### src/rtl/alu_seq_pkg.sv
// Shared definitions for the ALU sequencer: FSM encoding, SPARC opcodes, icc layout and
// opcode classification helpers.
package alu_seq_pkg;

  localparam int unsigned OpW = 6;

  typedef enum logic [2:0] {
    StIdle    = 3'd0,
    StSetup   = 3'd1,
    StStrobe  = 3'd2,
    StCapture = 3'd3,
    StResp    = 3'd4
  } seq_state_e;

  localparam logic [OpW-1:0] OpAdd    = 6'b000000;
  localparam logic [OpW-1:0] OpAnd    = 6'b000001;
  localparam logic [OpW-1:0] OpOr     = 6'b000010;
  localparam logic [OpW-1:0] OpXor    = 6'b000011;
  localparam logic [OpW-1:0] OpSub    = 6'b000100;
  localparam logic [OpW-1:0] OpAndn   = 6'b000101;
  localparam logic [OpW-1:0] OpOrn    = 6'b000110;
  localparam logic [OpW-1:0] OpXnor   = 6'b000111;
  localparam logic [OpW-1:0] OpAddx   = 6'b001000;
  localparam logic [OpW-1:0] OpSubx   = 6'b001100;
  localparam logic [OpW-1:0] OpAddcc  = 6'b010000;
  localparam logic [OpW-1:0] OpAndcc  = 6'b010001;
  localparam logic [OpW-1:0] OpOrcc   = 6'b010010;
  localparam logic [OpW-1:0] OpXorcc  = 6'b010011;
  localparam logic [OpW-1:0] OpSubcc  = 6'b010100;
  localparam logic [OpW-1:0] OpAndncc = 6'b010101;
  localparam logic [OpW-1:0] OpOrncc  = 6'b010110;
  localparam logic [OpW-1:0] OpXnorcc = 6'b010111;
  localparam logic [OpW-1:0] OpAddxcc = 6'b011000;
  localparam logic [OpW-1:0] OpSubxcc = 6'b011100;
  localparam logic [OpW-1:0] OpSll    = 6'b100101;
  localparam logic [OpW-1:0] OpSrl    = 6'b100110;
  localparam logic [OpW-1:0] OpSra    = 6'b100111;

  localparam int unsigned IccN = 3;
  localparam int unsigned IccZ = 2;
  localparam int unsigned IccV = 1;
  localparam int unsigned IccC = 0;

  // Enumerates exactly the opcodes matching (op[5]=0 & (op[3]=0 | op[1:0]=00)) plus shifts.
  function automatic logic is_legal(logic [OpW-1:0] op);
    case (op)
      OpAdd, OpAnd, OpOr, OpXor, OpSub, OpAndn, OpOrn, OpXnor, OpAddx, OpSubx,
      OpAddcc, OpAndcc, OpOrcc, OpXorcc, OpSubcc, OpAndncc, OpOrncc, OpXnorcc,
      OpAddxcc, OpSubxcc, OpSll, OpSrl, OpSra: return 1'b1;
      default: return 1'b0;
    endcase
  endfunction

  function automatic logic is_arith(logic [OpW-1:0] op);
    return !op[5] && (op[1:0] == 2'b00);
  endfunction

  function automatic logic sets_cc(logic [OpW-1:0] op);
    return !op[5] && op[4];
  endfunction

endpackage

### src/rtl/rr_arbiter.sv
// Combinational round-robin arbiter: the first requester at or after ptr+1 (mod NUM_REQ)
// wins; grant is one-hot or all zero.
module rr_arbiter #(
  parameter int unsigned NUM_REQ = 2,
  parameter int unsigned IdxW    = (NUM_REQ > 1) ? $clog2(NUM_REQ) : 1
) (
  input  logic [NUM_REQ-1:0] req,
  input  logic [IdxW-1:0]    ptr,
  output logic [NUM_REQ-1:0] grant
);

  logic        found;
  int unsigned idx;

  always_comb begin
    grant = '0;
    found = 1'b0;
    idx   = 0;
    for (int unsigned i = 0; i < NUM_REQ; i++) begin
      idx = (32'(ptr) + 32'd1 + i) % NUM_REQ;
      if (!found && req[idx[IdxW-1:0]]) begin
        grant[idx[IdxW-1:0]] = 1'b1;
        found                = 1'b1;
      end
    end
  end

endmodule

### src/rtl/alu_sequencer_arb.sv
// Arbitrates NUM_REQ requesters onto one SPARC integer ALU, sequences its edge-triggered
// enable, and owns the architectural icc flags.
module alu_sequencer_arb
  import alu_seq_pkg::*;
#(
  parameter int unsigned NUM_REQ = 2,
  parameter int unsigned DATA_W  = 32,
  parameter int unsigned OP_W    = OpW
) (
  input  logic                      clk,
  input  logic                      reset,
  input  logic [NUM_REQ-1:0]        req_valid,
  output logic [NUM_REQ-1:0]        req_ready,
  input  logic [NUM_REQ*DATA_W-1:0] req_a,
  input  logic [NUM_REQ*DATA_W-1:0] req_b,
  input  logic [NUM_REQ*OP_W-1:0]   req_op,
  output logic [NUM_REQ-1:0]        resp_valid,
  output logic [DATA_W-1:0]         resp_result,
  output logic                      resp_err,
  output logic [3:0]                icc_q,
  output logic [DATA_W-1:0]         alu_a,
  output logic [DATA_W-1:0]         alu_b,
  output logic [OP_W-1:0]           alu_op,
  output logic                      alu_carry,
  output logic                      alu_enable,
  input  logic [DATA_W-1:0]         alu_result,
  input  logic                      alu_n,
  input  logic                      alu_z,
  input  logic                      alu_v,
  input  logic                      alu_c
);

  localparam int unsigned IdxW = (NUM_REQ > 1) ? $clog2(NUM_REQ) : 1;

  seq_state_e        state_q, state_d;
  logic [DATA_W-1:0] a_q, b_q, result_q;
  logic [OP_W-1:0]   op_q;
  logic [IdxW-1:0]   owner_q, last_q;
  logic              err_q;
  logic [3:0]        icc_d;

  logic [NUM_REQ-1:0] grant;
  logic [IdxW-1:0]    gnt_idx;
  logic [DATA_W-1:0]  gnt_a, gnt_b;
  logic [OP_W-1:0]    gnt_op;
  logic               accept;

  rr_arbiter #(
    .NUM_REQ(NUM_REQ),
    .IdxW   (IdxW)
  ) u_arb (
    .req  (req_valid),
    .ptr  (last_q),
    .grant(grant)
  );

  always_comb begin
    gnt_idx = '0;
    gnt_a   = '0;
    gnt_b   = '0;
    gnt_op  = '0;
    for (int unsigned i = 0; i < NUM_REQ; i++) begin
      if (grant[i]) begin
        gnt_idx = IdxW'(i);
        gnt_a   = req_a[i*DATA_W +: DATA_W];
        gnt_b   = req_b[i*DATA_W +: DATA_W];
        gnt_op  = req_op[i*OP_W +: OP_W];
      end
    end
  end

  assign accept    = (state_q == StIdle) && (|grant);
  assign req_ready = (state_q == StIdle) ? grant : '0;

  always_comb begin
    state_d = state_q;
    unique case (state_q)
      StIdle: begin
        if (accept) state_d = is_legal(gnt_op) ? StSetup : StResp;
      end
      StSetup:   state_d = StStrobe;
      StStrobe:  state_d = StCapture;
      StCapture: state_d = StResp;
      StResp:    state_d = StIdle;
      default:   state_d = StIdle;
    endcase
  end

  // Flags only move at the end of CAPTURE for S-ops; logical ops clear V and C.
  always_comb begin
    icc_d = icc_q;
    if (state_q == StCapture && sets_cc(op_q)) begin
      icc_d[IccN] = alu_n;
      icc_d[IccZ] = alu_z;
      icc_d[IccV] = is_arith(op_q) ? alu_v : 1'b0;
      icc_d[IccC] = is_arith(op_q) ? alu_c : 1'b0;
    end
  end

  always_comb begin
    resp_valid = '0;
    if (state_q == StResp) resp_valid[owner_q] = 1'b1;
  end

  always_ff @(posedge clk) begin
    if (reset) begin
      state_q    <= StIdle;
      a_q        <= '0;
      b_q        <= '0;
      op_q       <= '0;
      owner_q    <= '0;
      last_q     <= IdxW'(NUM_REQ - 1);
      result_q   <= '0;
      err_q      <= 1'b0;
      icc_q      <= 4'b0000;
      alu_enable <= 1'b0;
    end else begin
      state_q    <= state_d;
      icc_q      <= icc_d;
      // Registered so the ALU sees a glitch-free rising edge exactly while in STROBE.
      alu_enable <= (state_d == StStrobe);
      if (accept) begin
        a_q     <= gnt_a;
        b_q     <= gnt_b;
        op_q    <= gnt_op;
        owner_q <= gnt_idx;
        last_q  <= gnt_idx;
        if (!is_legal(gnt_op)) begin
          result_q <= '0;
          err_q    <= 1'b1;
        end
      end
      if (state_q == StCapture) begin
        result_q <= alu_result;
        err_q    <= 1'b0;
      end
    end
  end

  assign alu_a       = a_q;
  assign alu_b       = b_q;
  assign alu_op      = op_q;
  assign alu_carry   = icc_q[IccC];
  assign resp_result = result_q;
  assign resp_err    = err_q;

endmodule

### config.mk
export PLATFORM = sky130hd
export DESIGN_NAME = alu_sequencer_arb
export DESIGN_NICKNAME = d
export VERILOG_FILES = /design/src/rtl/alu_seq_pkg.sv /design/src/rtl/rr_arbiter.sv /design/src/rtl/alu_sequencer_arb.sv
export SDC_FILE = /design/constraint.sdc
export NUM_CORES = 1
export LEC_CHECK = 0
export BUFFER_PORTS_ARGS = -buffer_cell sky130_fd_sc_hd__buf_2
export CAP_MARGIN = 20
export CORE_MARGIN = 3
export CORE_UTILIZATION = 37
export CTS_BUF_LIST = sky130_fd_sc_hd__clkbuf_8 sky130_fd_sc_hd__clkbuf_16
export DETAILED_ROUTE_END_ITERATION = 7
export PLACE_DENSITY = 0.85
export SLEW_MARGIN = 40
export SYNTH_ARGS = -nofsm -noshare
export SYNTH_HDL_FRONTEND = slang
export SYNTH_SLANG_ARGS = --single-unit
### constraint.sdc
create_clock -name clk -period 2.1 [get_ports clk]
set_input_delay 0.105 -clock clk [delete_from_list [all_inputs] [get_ports clk]]
set_output_delay 0.105 -clock clk [all_outputs]
set_load 0.02 [all_outputs]
# After elaboration in Yosys (flattened, before gate mapping)
# Memory sizes are Yosys's and may differ from the RTL's.
# Cells that the tools add are included.
# classes
bitwise_logic	2
magnitude_cmp	6
n_reduce_logical	17
n_mux	34
eq_ne	6
add_sub_neg	2
# op_table
operator	count
2-to-1 mux 32 bit	7
2-to-1 mux 1 bit	15
2-to-1 mux 6 bit	2
case mux 3 bit (4 select lines)	1
equality test 3 x 2 -> 1 bit (second input constant)	3
logical AND 1 bit	8
2-to-1 mux 2 bit	4
less-than comparator 1 x 2 -> 1 bit (second input constant)	3
2-to-1 mux 3 bit	2
AND reduction 2 bit	2
OR reduction 2 bit	2
demux 1 bit (select 1 bit)	3
equality test 3 x 1 -> 1 bit (second input constant)	1
equality test 3 bit (second input constant)	1
>= comparator 1 bit (second input constant)	3
zero test 3 bit	1
adder 1 bit (second input constant)	2
zero test 1 bit	2
zero test 2 bit	1
!= test 2 bit (second input constant)	1
bitwise OR 2 bit	1
nonzero test 2 bit	1
inverter 1 bit	1
# word_totals
reg_bits	113
out_inout_bits	113
memories	2
elab_cells	79
mem_bits_ro	128
# memory_table
name	words	word_bits	read_ports	rd_clocked_by_memory_dff	write_ports	line	text
(name not given)	64	1	1	0	0	alu_seq_pkg.sv:46	case (op)
(name not given)	64	1	1	0	0	alu_seq_pkg.sv:46	

# Depth between registers and ports, before layout
# Gate-level depths: netlist (run 1).
# An unclocked memory read counts as a cell.
# logic_depth
ltp_word	17
mapped_depth	7
depth_no_buf	5

# Cells and area by module
# Synthesis (run 1) repeated with hierarchy kept, for this count alone.
# unflattened
hier_cells	536
hier_area_um2	4734.5
# modules_own_cells
module	n_inst	cells_per_inst	area_per_inst_um2
alu_sequencer_arb	1	533	4715.8
rr_arbiter	1	3	18.8

# Worst setup path after synthesis (run 1)
# Ideal clock, no wire load.
# synth_timing
path_kind	register -> register
start	register last_q
end	register result_q[0] (netlist: resp_result[0])
arrival_ns	1.931
required_ns	2.040
n_path_buf	1
setup_slack_ns	0.110
stages_incl_launch_ff	7
setup_time_ns	0.060
cell_sequence	dfxtp_1 > nand2b_1 > a32o_1 > o31a_1 > a2111oi_4 > buf_6 > a22o_1
# synth_between
elab_chain_cells	15
# synth_lines
item	line	text
from (decl)	alu_sequencer_arb.sv:38	logic [IdxW-1:0] owner_q, last_q;
from (signal assigned)	alu_sequencer_arb.sv:112	last_q <= IdxW'(NUM_REQ - 1);
from (signal assigned)	alu_sequencer_arb.sv:127	last_q <= gnt_idx;
adder 1 bit *	rr_arbiter.sv:20	idx = (32'(ptr) + 32'd1 + i) % NUM_REQ;
adder 1 bit (tied with other cells)	rr_arbiter.sv:20	
less-than comparator 1 x 2 -> 1 bit (not written as such) (tied with other cells)	rr_arbiter.sv:22	grant[idx[IdxW-1:0]] = 1'b1;
logical AND 1 bit (not written as such) / 2-to-1 mux 1 bit (equally long branches)	rr_arbiter.sv:22	
2-to-1 mux 1 bit (not written as such) / demux 1 bit (select 1 bit) (equally long branches)	n/a	
demux 1 bit (select 1 bit) / 2-to-1 mux 2 bit (equally long branches)	n/a	
bitwise OR 2 bit (no line)	n/a	
2-to-1 mux 2 bit *	rr_arbiter.sv:21	if (!found && req[idx[IdxW-1:0]]) begin
2-to-1 mux 6 bit (2 in a row)	alu_sequencer_arb.sv:63	if (grant[i]) begin
memory read (64 x 1 bit)	n/a	
2-to-1 mux 1 bit	alu_sequencer_arb.sv:122	if (accept) begin
2-to-1 mux 1 bit	alu_sequencer_arb.sv:106	if (reset) begin
!= test 2 bit (no line)	n/a	
AND reduction 2 bit (no line) *	n/a	
to (signal assigned)	alu_sequencer_arb.sv:134	result_q <= alu_result;
to (decl)	alu_sequencer_arb.sv:36	logic [DATA_W-1:0] a_q, b_q, result_q;
# Mark *: on every way between the ends. The rest lies on a longest branch, timed or not. The select of a mux whose other input is x is not followed.
# A chain may end at the register's enable or synchronous reset.

# Final worst setup path (run 1)
# layout_timing
start	register last_q
end	register result_q[17] (netlist: resp_result[17])
# The elaborated chain is that of the path after synthesis.

==> metrics.yaml, run 1 <==
layout:
  multi_input_area_mm2: 0.00195
  area_growth_syn_to_layout_pct: 79.5
  drive_above_1_share_pct: 43.9
  nets: 1029
  diodes: 0
  regArea_mm2: 0.00227
  postLayoutCoreUtil_pct: 69.6
  final_cell_area_mm2: 0.00774
  num-fill-cells: 787
timing:
  fin_crit_ps: 2170
  finalHoldViolCount: 0
  slew_headroom_pct: 68.0
  tns_ps: -1170
  skew_ps: 12.3
  final_max_slew_viol_count: 0
  max_slew.worst_pin.slew_ps: 477
  rsz0062_at_grt: "true"
  layout_setup_ws_ps: -68.9
  max_freq_mhz: 461
  holdWs_ps: 2.87
  setup_viol: 32
  period_share_pct: 103
floorplan:
  std_cell_rows: 38
  initial_utilization_pct: 38.8
  die_w_um: 114
  io_pins: 293
  die_y_um: 114
  core-area_mm2: 0.0111
  die_area_mm2: 0.0130
power:
  powerDensity_mw_per_mm2: 1190
  peakVddDrop_v: 0.000796
  leakage_nw: 3.73
clocking:
  clockBufferDepth: 2
  clock_latency_ps: 420
  numClockSinks: 113
  cts-root-buf: "clkbuf_16"
  cts_made_buffers: 17
  cts_tree: "yes"
  htree_levels: 4
  path_clk_slew_ps: 50
worst_hold_path:
  hold_class: "input port to register"
logic_synthesis:
  synth_warnings: 0
  synth_cells: 453
  synth_top_area_share_pct: 52.5
  syn_area_mm2: 0.00431
  synth_nets: 633
  synth_area_leaders: "dfxtp_1 52%, a221oi_1 13%, nor3_1 8.6%, nor2_1 6.7%, a22o_1 6.5%"
  synth-seq-cells: 113
  syn_avg_cell_area_um2: 9.52
  synth_largest_area_cell: "dfxtp_1"
  ys_seq_area_share_pct: 52.5
  synth_cell_types: 33
placed_design:
  hpwl_um: 10700
  io_buffers: 292
  place_congestion: 0.874
  postPlaceCellArea_mm2: 0.00591
  post-place-ws_ps: 14.4
global_routing:
  grt_pass1_vias: 5516
  grt_max_degree: 45
  grt_pass1_wl_um: 27500
  antenna_found_initial: 1
  grt_overflow: 0
  grt_usage_pct: 27.2
route:
  detail-route-antenna-nets: 0
  vias: 5430
  initialDrtViolationCount: 286
  remaining_drc_errors: 0
  viasPerCell: 5.42
  dr.pass1.iters: 5
  drt-total-wl_um: 18800
  wl_per_cell_um: 18.8
critical_path:
  crit_arrival_ps: 2520
  critPathRequiredTime_ps: 2450
  crit_fanout: 8
  crit_path_end_kind: "register"
  path_class: "register to register"
  cp-start-kind: "register"
status:
  failed_checks: "negative setup slack"
  status: "finished, violations left"
job:
  cap_violations: 0
[report_power, final]
part           internal (mW)  total (mW)  switching (mW)
registers               2.63        2.87           0.247
logic                   1.56        3.72            2.16
clock network           1.62        2.62           0.999
total                   5.81        9.21            3.41
[metal layers]
metal	global-route usage, %	wire length (um)	up-vias
met5	0	13	-
met4	15.4	754	2
met3	6.90	1380	66
met2	49.1	9890	310
met1	28.7	6770	2542
li1	-	-	2510
[registers in the layout, summed over array words and instances, names as in the netlist]
signal       count
alu_a           32
alu_b           32
alu_enable       1
alu_op           6
icc_q            4
last_q           1
owner_q          1
resp_err         1
resp_result     32
state_q          3
[path summary, 6_finish.rpt]
check             slack, ps       startpoint  cells past startpoint               to
setup / recovery        -70           last_q                      7  resp_result[17]
hold / removal            3         req_b[1]                      3         alu_b[1]
setup reg to reg        -70           last_q                      7  resp_result[17]
hold reg to reg         470  resp_result[21]                      1  resp_result[21]
[cell usage after synthesis, drive strengths merged]
| cell type | number |
|---|---|
| dfxtp | 113 |
| nor2 | 77 |
| nor3 | 74 |
| a221oi | 66 |
| clkbuf | 43 |
| a22o | 32 |
| buf | 6 |
| a21oi | 5 |
| a211oi | 3 |
| a32oi | 3 |
| nand2b | 3 |
| or2 | 3 |
| a32o | 2 |
| and2 | 2 |
| inv | 2 |
| mux2i | 2 |
| nand2 | 2 |
| nand3 | 2 |
| nor4b | 2 |
| o21a | 2 |
| o21ai | 2 |
| a2111oi | 1 |
| a211o | 1 |
| a21boi | 1 |
| nor3b | 1 |
| nor4bb | 1 |
| o31a | 1 |
| xnor2 | 1 |
[area by class of cell]
cell class / instances / share of cell area [%]
Tap cell: 140 / 2.26
Multi-Input combinational cell: 289 / 25.2
Timing Repair Buffer: 426 / 36.3
Inverter: 2 / 0.0970
Sequential cell: 113 / 29.3
Clock buffer: 18 / 5.67
Clock inverter: 13 / 1.28
[repair_timing]
item,in CTS,in global routing
setup buffers,1,10
pin swaps,2,21
hold buffers,104,0
hold endpoints to repair,72,0
gates resized for setup,2,24
cloned,2,1
setup endpoints to repair,1,49
[metrics by stage]
| stage | total power [mW] | instances |
|---|---|---|
| 5_1_grt | 9.72 | 1001 |
| 6_report | 9.21 | 1001 |
| 2_1_floorplan | 4.86 | 453 |
| 4_1_cts | 8.93 | 991 |
| 3_5_place_dp | 5.89 | 853 |
| 3_3_place_gp | 5.83 | 853 |
[cells in the final DEF (no fill, tap or decap), drive strengths merged, types with 3 or more instances in the layout]
cell         count
buf            321
dfxtp          113
dlygate4sd3    103
nor2            77
nor3            74
a221oi          66
a22o            32
clkbuf          20
clkinv           7
a21oi            5
inv              4
a32oi            3
a211oi           3
clkinvlp         3
or2              3
nand2b           3
[cells by family after synthesis]
kind of cell / count (synthesis) / share of synthesized area [%]
AND/OR/NAND/NOR: 167 / 17.7
AO/OA/AOI/OAI: 119 / 24.1
flip-flops: 113 / 52.5
buffers and inverters: 51 / 5.08
multiplexers: 2 / 0.464
XOR/XNOR: 1 / 0.203
[critical path, cell delays in order, from the launching register on]
cell and delay (ps):
dfxtp_4 350, nand2b_4 170, a32o_2 300, o31a_1 370
a2111oi_4 410, buf_4 220, buf_12 140, a22o_1 150
Note: power is estimated with default switching activity, not from simulation.
==> run 2, diff against run 1 <==
Settings changed: PLACE_DENSITY 0.85 to unset, PLACE_DENSITY_LB_ADDON set to 0.3.
==> run 2 against run 1 <==
The flow still finishes with violations (negative setup slack). Sequential power is essentially flat. Combinational power fell by 14%. Flip-flop and latch count is the same. Clock power increased by 20%. First-iteration DRC count is 13% higher. Clock skew rose by 3.8 ps.
==> metrics.yaml, run 2 (synthesis results as in run 1) <==
status:
  failed_checks: "negative setup slack"  # unchanged
  status: "finished, violations left"  # unchanged
timing:
  skew_ps: 16.1  # was 12.3 ps
  max_slew.worst_pin.slew_ps: 487  # was 477 ps
  layout_setup_ws_ps: -11.4  # was -68.9 ps
  finalHoldViolCount: 0  # unchanged
  holdWs_ps: 8.70  # was 2.87 ps
  tns_ps: -13.9  # was -1170 ps
  max_freq_mhz: 474  # was 461 MHz
  rsz0062_at_grt: "true"  # unchanged
  period_share_pct: 101  # was 103%
  final_max_slew_viol_count: 0  # unchanged
  setup_viol: 2  # was 32
  fin_crit_ps: 2110  # was 2170 ps
  slew_headroom_pct: 67.5  # was 68.0%
layout:
  final_cell_area_mm2: 0.00720  # was 0.00774 mm^2
  drive_above_1_share_pct: 44.0  # was 43.9%
  final_common_cell: "buf_2"  # unchanged
  postLayoutCoreUtil_pct: 64.7  # was 69.6%
  nets: 973  # was 1029
  area_growth_syn_to_layout_pct: 67.0  # was 79.5%
  layout.cells.most_common_list: "292 x buf_2, 112 x dfxtp_1, 77 x nor2_1"  # was 292 x buf_2, 112 x dfxtp_1, 103 x dlygate4sd3_1
  diodes: 0  # unchanged
global_routing:
  grtUsageMet2_pct: 42.9  # was 49.1%
  met3_usage_pct: 7.96  # was 6.90%
  grt-busiest-layer: "met2"  # unchanged
  grt_max_degree: 57  # was 45
  antenna_found_initial: 0  # was 1
  use_met1_pct: 29.0  # was 28.7%
  grt_overflow: 0  # unchanged
  grt_usage_pct: 25.0  # was 27.2%
  grt_pass1_wl_um: 25600  # was 27500 um
  grt_pass1_vias: 4954  # was 5516
worst_hold_path:
  hold_class: "input port to register"  # unchanged
power:
  powerDensity_mw_per_mm2: 1280  # was 1190 mW/mm^2
  leakage_nw: 3.48  # was 3.73 nW
  peakVddDrop_v: 0.000830  # was 0.000796 V
critical_path:
  critPathRequiredTime_ps: 2450  # about the same
  crit_path_end_kind: "register"  # unchanged
  cp-start-kind: "register"  # unchanged
  r2r_slack_ps: -10  # was -70 ps
  crit_fanout: 8  # unchanged
  path_class: "register to register"  # unchanged
  crit_arrival_ps: 2460  # was 2520 ps
  critical_path.top_delay_family: "compound AO/OA/AOI/OAI gates"  # unchanged
  cpMaxStageDelayCell: "a2111oi_4"  # unchanged
  cp.buffers_inverters: 2  # unchanged
  crit_chain: "nand2b_4 -> a32o_2 -> o31a_1 -> a2111oi_4 -> buf_4 -> clkbuf_16 -> a22o_1"  # was nand2b_4 -> a32o_2 -> o31a_1 -> a2111oi_4 -> buf_4 -> buf_12 -> a22o_1
  max_stage_delay_ps: 390  # was 410 ps
placed_design:
  postPlaceCellArea_mm2: 0.00590  # was 0.00591 mm^2
  io_buffers: 292  # unchanged
  hpwl_um: 11300  # was 10700 um
  place_congestion: 0.914  # was 0.874
route:
  viasPerCell: 5.32  # was 5.42
  vias: 5029  # was 5430
  detail-route-antenna-nets: 0  # unchanged
  initialDrtViolationCount: 323  # was 286
  dr.pass1.iters: 5  # unchanged
  drt-total-wl_um: 16600  # was 18800 um
  wl_per_cell_um: 17.5  # was 18.8 um
  remaining_drc_errors: 0  # unchanged
clocking:
  clock_latency_ps: 410  # was 420 ps
  numClockSinks: 113  # unchanged
  cts_tree: "yes"  # unchanged
  path_clk_slew_ps: 50  # about the same
  cts_made_buffers: 17  # unchanged
  clockBufferDepth: 2  # unchanged
  htree_levels: 4  # unchanged
  cts-root-buf: "clkbuf_16"  # unchanged
floorplan:
  std_cell_rows: 38  # unchanged
  die_y_um: 114  # unchanged
  io_pins: 293  # unchanged
  initial_utilization_pct: 38.8  # unchanged
  core-area_mm2: 0.0111  # unchanged
  die_area_mm2: 0.0130  # unchanged
  die_w_um: 114  # unchanged
job:
  cap_violations: 0  # unchanged
[run 2: cell types whose count changed in the layout (fill, tap and decap cells not counted), moves of 2 or more]
| cell | before | now |
|---|---|---|
| dlygate4sd3_1 | 103 | 57 |
| clkbuf_8 | 1 | 3 |
| a221oi_2 | 13 | 0 |
| clkinvlp_4 | 3 | 1 |
| buf_4 | 22 | 15 |
| bufinv_16 | 1 | 5 |
| a221oi_1 | 53 | 66 |
[run 2: path summary, 6_finish.rpt]
kind / cells past startpoint / to / start
setup / recovery: 7 / resp_result[16] / last_q
hold / removal: 3 / alu_b[5] / req_b[5]
setup reg to reg: 7 / resp_result[16] / last_q
hold reg to reg: 2 / resp_err / resp_err
[run 2: per-layer routing]
metal	share of wire, %	vias to the layer above	routed length (um)
li1	-	2396	-
met1	38	2341	6330
met2	51	257	8520
met3	8.1	35	1340
met4	2.4	0	397
met5	0	-	0
[run 2: worst min-delay path, cell delays in order]
cell and delay, ps:
buf_2 80, a221oi_1 60, nor3_1 130
[run 2: timing repair]
| action | CTS | global route |
|---|---|---|
| hold buffers | 57 | 0 |
| pin swaps | 2 | 6 |
| buffers inserted | 2 | 1 |
| endpoints found under the hold margin | 49 | 0 |
| gates cloned | 1 | 1 |
| resized for setup | 1 | 6 |
| endpoints found under the setup margin | 32 | 34 |
[run 2: final cells by class]
| type | count | area, um^2 |
|---|---|---|
| clock buffer | 20 | 467 |
| inverter | 2 | 7.51 |
| fill | 927 | 3920 |
| timing repair buffer | 370 | 2240 |
| clock inverter | 12 | 186 |
| tap | 140 | 175 |
| sequential | 113 | 2260 |
| multi-input combinational | 289 | 1860 |
[run 2: stage by stage]
step	setup WS [ps]	std cells	total power, mW
2_1_floorplan	110	453	4.86
3_3_place_gp	85.4	852	5.88
3_5_place_dp	-45.0	852	5.95
4_1_cts	7.05	944	9.26
5_1_grt	-47.3	946	9.75
6_report	-11.4	946	9.24
[run 2: power by group]
group | switching [mW] | total (mW) | leakage, nW | internal (mW)
logic | 1.98 | 3.21 | 2.22 | 1.23
clock network | 0.964 | 3.15 | 0.327 | 2.18
registers | 0.258 | 2.88 | 0.928 | 2.63
total | 3.20 | 9.24 | 3.48 | 6.04
==> run 3, diff against run 2 <==
--- a/config.mk
+++ b/config.mk
@@ -8,8 +8,8 @@
 export BUFFER_PORTS_ARGS = -buffer_cell sky130_fd_sc_hd__buf_2
 export CAP_MARGIN = 20
-export CORE_MARGIN = 3
-export CORE_UTILIZATION = 37
+export CORE_AREA = 3 3 113 115
 export CTS_BUF_LIST = sky130_fd_sc_hd__clkbuf_8 sky130_fd_sc_hd__clkbuf_16
 export DETAILED_ROUTE_END_ITERATION = 7
+export DIE_AREA = 0 0 116 118
 export PLACE_DENSITY_LB_ADDON = 0.3
 export SLEW_MARGIN = 40
==> constraint.sdc (replaced) <==
create_clock -name clk -period 2 [get_ports clk]
set_input_delay 0.2 -clock clk [delete_from_list [all_inputs] [get_ports clk]]
set_output_delay 0.2 -clock clk [all_outputs]
set_load 0.02 [all_outputs]
==> run 3 against run 2 <==
The flow now finishes without violations. First-iteration DRC count fell by 17%. Flip-flop and latch count unchanged. Register-to-register slack better by 20 ps. Worst hold slack worse by 7.9 ps. Cell area decreased by 3.5%. Clock power fell by 11%. Routed wire length shrank 5.8%. Power down 0.24%. Fmax up 6.2%. Combinational power grew 6%. Setup slack better by 24 ps. Non-clock buffer count decreased by 23.
==> metrics.yaml, run 3 (synthesis results as in run 1) <==
clocking:
  clock_latency_ps: 410  # about the same
  htree_levels: 4  # unchanged
  numClockSinks: 113  # unchanged
  path_clk_slew_ps: 60  # was 50 ps
  cts-root-buf: "clkbuf_16"  # unchanged
  cts_tree: "yes"  # unchanged
  cts_made_buffers: 17  # unchanged
  clockBufferDepth: 2  # unchanged
status:
  status: "finished clean"  # was finished, violations left
critical_path:
  critical_path.top_delay_family: "compound AO/OA/AOI/OAI gates"  # unchanged
  critPathRequiredTime_ps: 2360  # was 2450 ps
  crit_arrival_ps: 2340  # was 2460 ps
  path_class: "register to register"  # unchanged
  crit_chain: "nand2b_4 -> a32o_2 -> o31a_1 -> a2111oi_4 -> buf_6 -> buf_12 -> a22o_1"  # was nand2b_4 -> a32o_2 -> o31a_1 -> a2111oi_4 -> buf_4 -> clkbuf_16 -> a22o_1
  max_stage_delay_ps: 350  # was 390 ps
  crit_path_end_kind: "register"  # unchanged
  crit_fanout: 8  # unchanged
  cpMaxStageDelayCell: "o31a_1"  # was a2111oi_4
  cp.buffers_inverters: 2  # unchanged
  cp-start-kind: "register"  # unchanged
timing:
  layout_setup_ws_ps: 12.6  # was -11.4 ps
  max_slew.worst_pin.slew_ps: 600  # was 487 ps
  skew_ps: 9.72  # was 16.1 ps
  finalHoldViolCount: 0  # unchanged
  slew_headroom_pct: 60.0  # was 67.5%
  setup_viol: 0  # was 2
  fin_crit_ps: 1990  # was 2110 ps
  period_share_pct: 99.4  # was 101%
  final_max_slew_viol_count: 0  # unchanged
  max_freq_mhz: 503  # was 474 MHz
  rsz0062_at_grt: "true"  # unchanged
placed_design:
  hpwl_um: 10700  # was 11300 um
  io_buffers: 292  # unchanged
  placed_cells: 863  # was 852
  place_congestion: 0.788  # was 0.914
  post-place-ws_ps: -29.4  # was -45.0 ps
route:
  drt-total-wl_um: 15600  # was 16600 um
  viasPerCell: 5.29  # was 5.32
  wl_per_cell_um: 16.8  # was 17.5 um
  remaining_drc_errors: 0  # unchanged
  dr.pass1.iters: 4  # was 5
  initialDrtViolationCount: 268  # was 323
  vias: 4915  # was 5029
  detail-route-antenna-nets: 0  # unchanged
global_routing:
  grt_overflow: 0  # unchanged
  grt_pass1_wl_um: 23800  # was 25600 um
  grt_pass1_vias: 4925  # was 4954
  antenna_found_initial: 0  # unchanged
  grt_max_degree: 58  # was 57
  grt_usage_pct: 22.0  # was 25.0%
layout:
  num-fill-cells: 1056  # was 927
  drive_above_1_share_pct: 47.2  # was 44.0%
  nets: 950  # was 973
  layout.cells.most_common_list: "292 x buf_2, 112 x dfxtp_1, 77 x nor2_1"  # unchanged
  final_cells: 929  # was 946
  area_growth_syn_to_layout_pct: 61.2  # was 67.0%
  diodes: 0  # unchanged
  final_common_cell: "buf_2"  # unchanged
power:
  leakage_nw: 3.35  # was 3.48 nW
  peakVddDrop_v: 0.000831  # was 0.000830 V
  powerDensity_mw_per_mm2: 1330  # was 1280 mW/mm^2
floorplan:
  io_pins: 293  # unchanged
  initial_utilization_pct: 36.2  # was 38.8%
  die_area_mm2: 0.0137  # was 0.0130 mm^2
  core-area_mm2: 0.0119  # was 0.0111 mm^2
  std_cell_rows: 40  # was 38
  die_w_um: 116  # was 114 um
  die_y_um: 118  # was 114 um
worst_hold_path:
  hold_class: "input port to register"  # unchanged
job:
  cap_violations: 0  # unchanged
[run 3: cell types whose count changed in the layout (fill, tap and decap cells not counted), sizes merged]
cell | before | now
dlygate4sd3 | 57 | 24
buf | 312 | 322
inv | 3 | 4
bufinv | 5 | 1
clkbuf | 21 | 19
clkinvlp | 1 | 5
[run 3: layout make-up]
class | instances | area [um^2] | area share, %
Sequential cell | 113 | 2260 | 32.6
Timing Repair Buffer | 347 | 2050 | 29.5
Multi-Input combinational cell | 289 | 1890 | 27.2
Clock buffer | 18 | 439 | 6.32
Tap cell | 147 | 184 | 2.65
Clock inverter | 13 | 116 | 1.67
Inverter | 2 | 7.51 | 0.108
[run 3: per-layer routing]
metal	vias to the layer above	track usage (%)	wire [um]
met4	0	11.8	576
met5	-	0	0
met2	252	36.7	7780
met1	2262	24.6	5980
li1	2351	-	-
met3	50	6.99	1280
[run 3: power by group]
part           switching, mW  internal, mW
Clock                   1.07          1.73
Sequential             0.259          2.76
Combinational           2.08          1.33
[run 3: through the flow]
| stage | hold WS (ps) | setup TNS [ps] | cell area [um^2] | util (%) | power [mW] |
|---|---|---|---|---|---|
| final | 0.783 | 0 | 6950 | 58.4 | 9.22 |
| after CTS | 0.0422 | 0 | 6840 | 57.4 | 9.22 |
| after floorplan | 325 | 0 | 4310 | - | 5.10 |
| after detailed placement | 416 | -351 | 5980 | 50.2 | 6.30 |
| after global placement | 409 | 0 | 5980 | 50.2 | 6.23 |
| after global routing | 2.68 | -1170 | 6950 | 58.4 | 9.78 |
[run 3: worst paths after layout]
check / start / end / slack, ps / cells past startpoint
max reg2reg: last_q / resp_result[7] / 10 / 7
min: alu_result[29] / resp_result[29] / 0.8 / 2
max: last_q / resp_result[7] / 10 / 7
min reg2reg: resp_err / resp_err / 450 / 2
[run 3: what timing repair did]
| action | 4_1_cts | 5_1_grt |
|---|---|---|
| hold buffers | 21 | 3 |
| setup endpoints to repair | 32 | 34 |
| pin swaps | 6 | 14 |
| resized for setup | 8 | 7 |
| gates cloned | 1 | 1 |
| setup buffers | 5 | 4 |
| endpoints found under the hold margin | 21 | 3 |
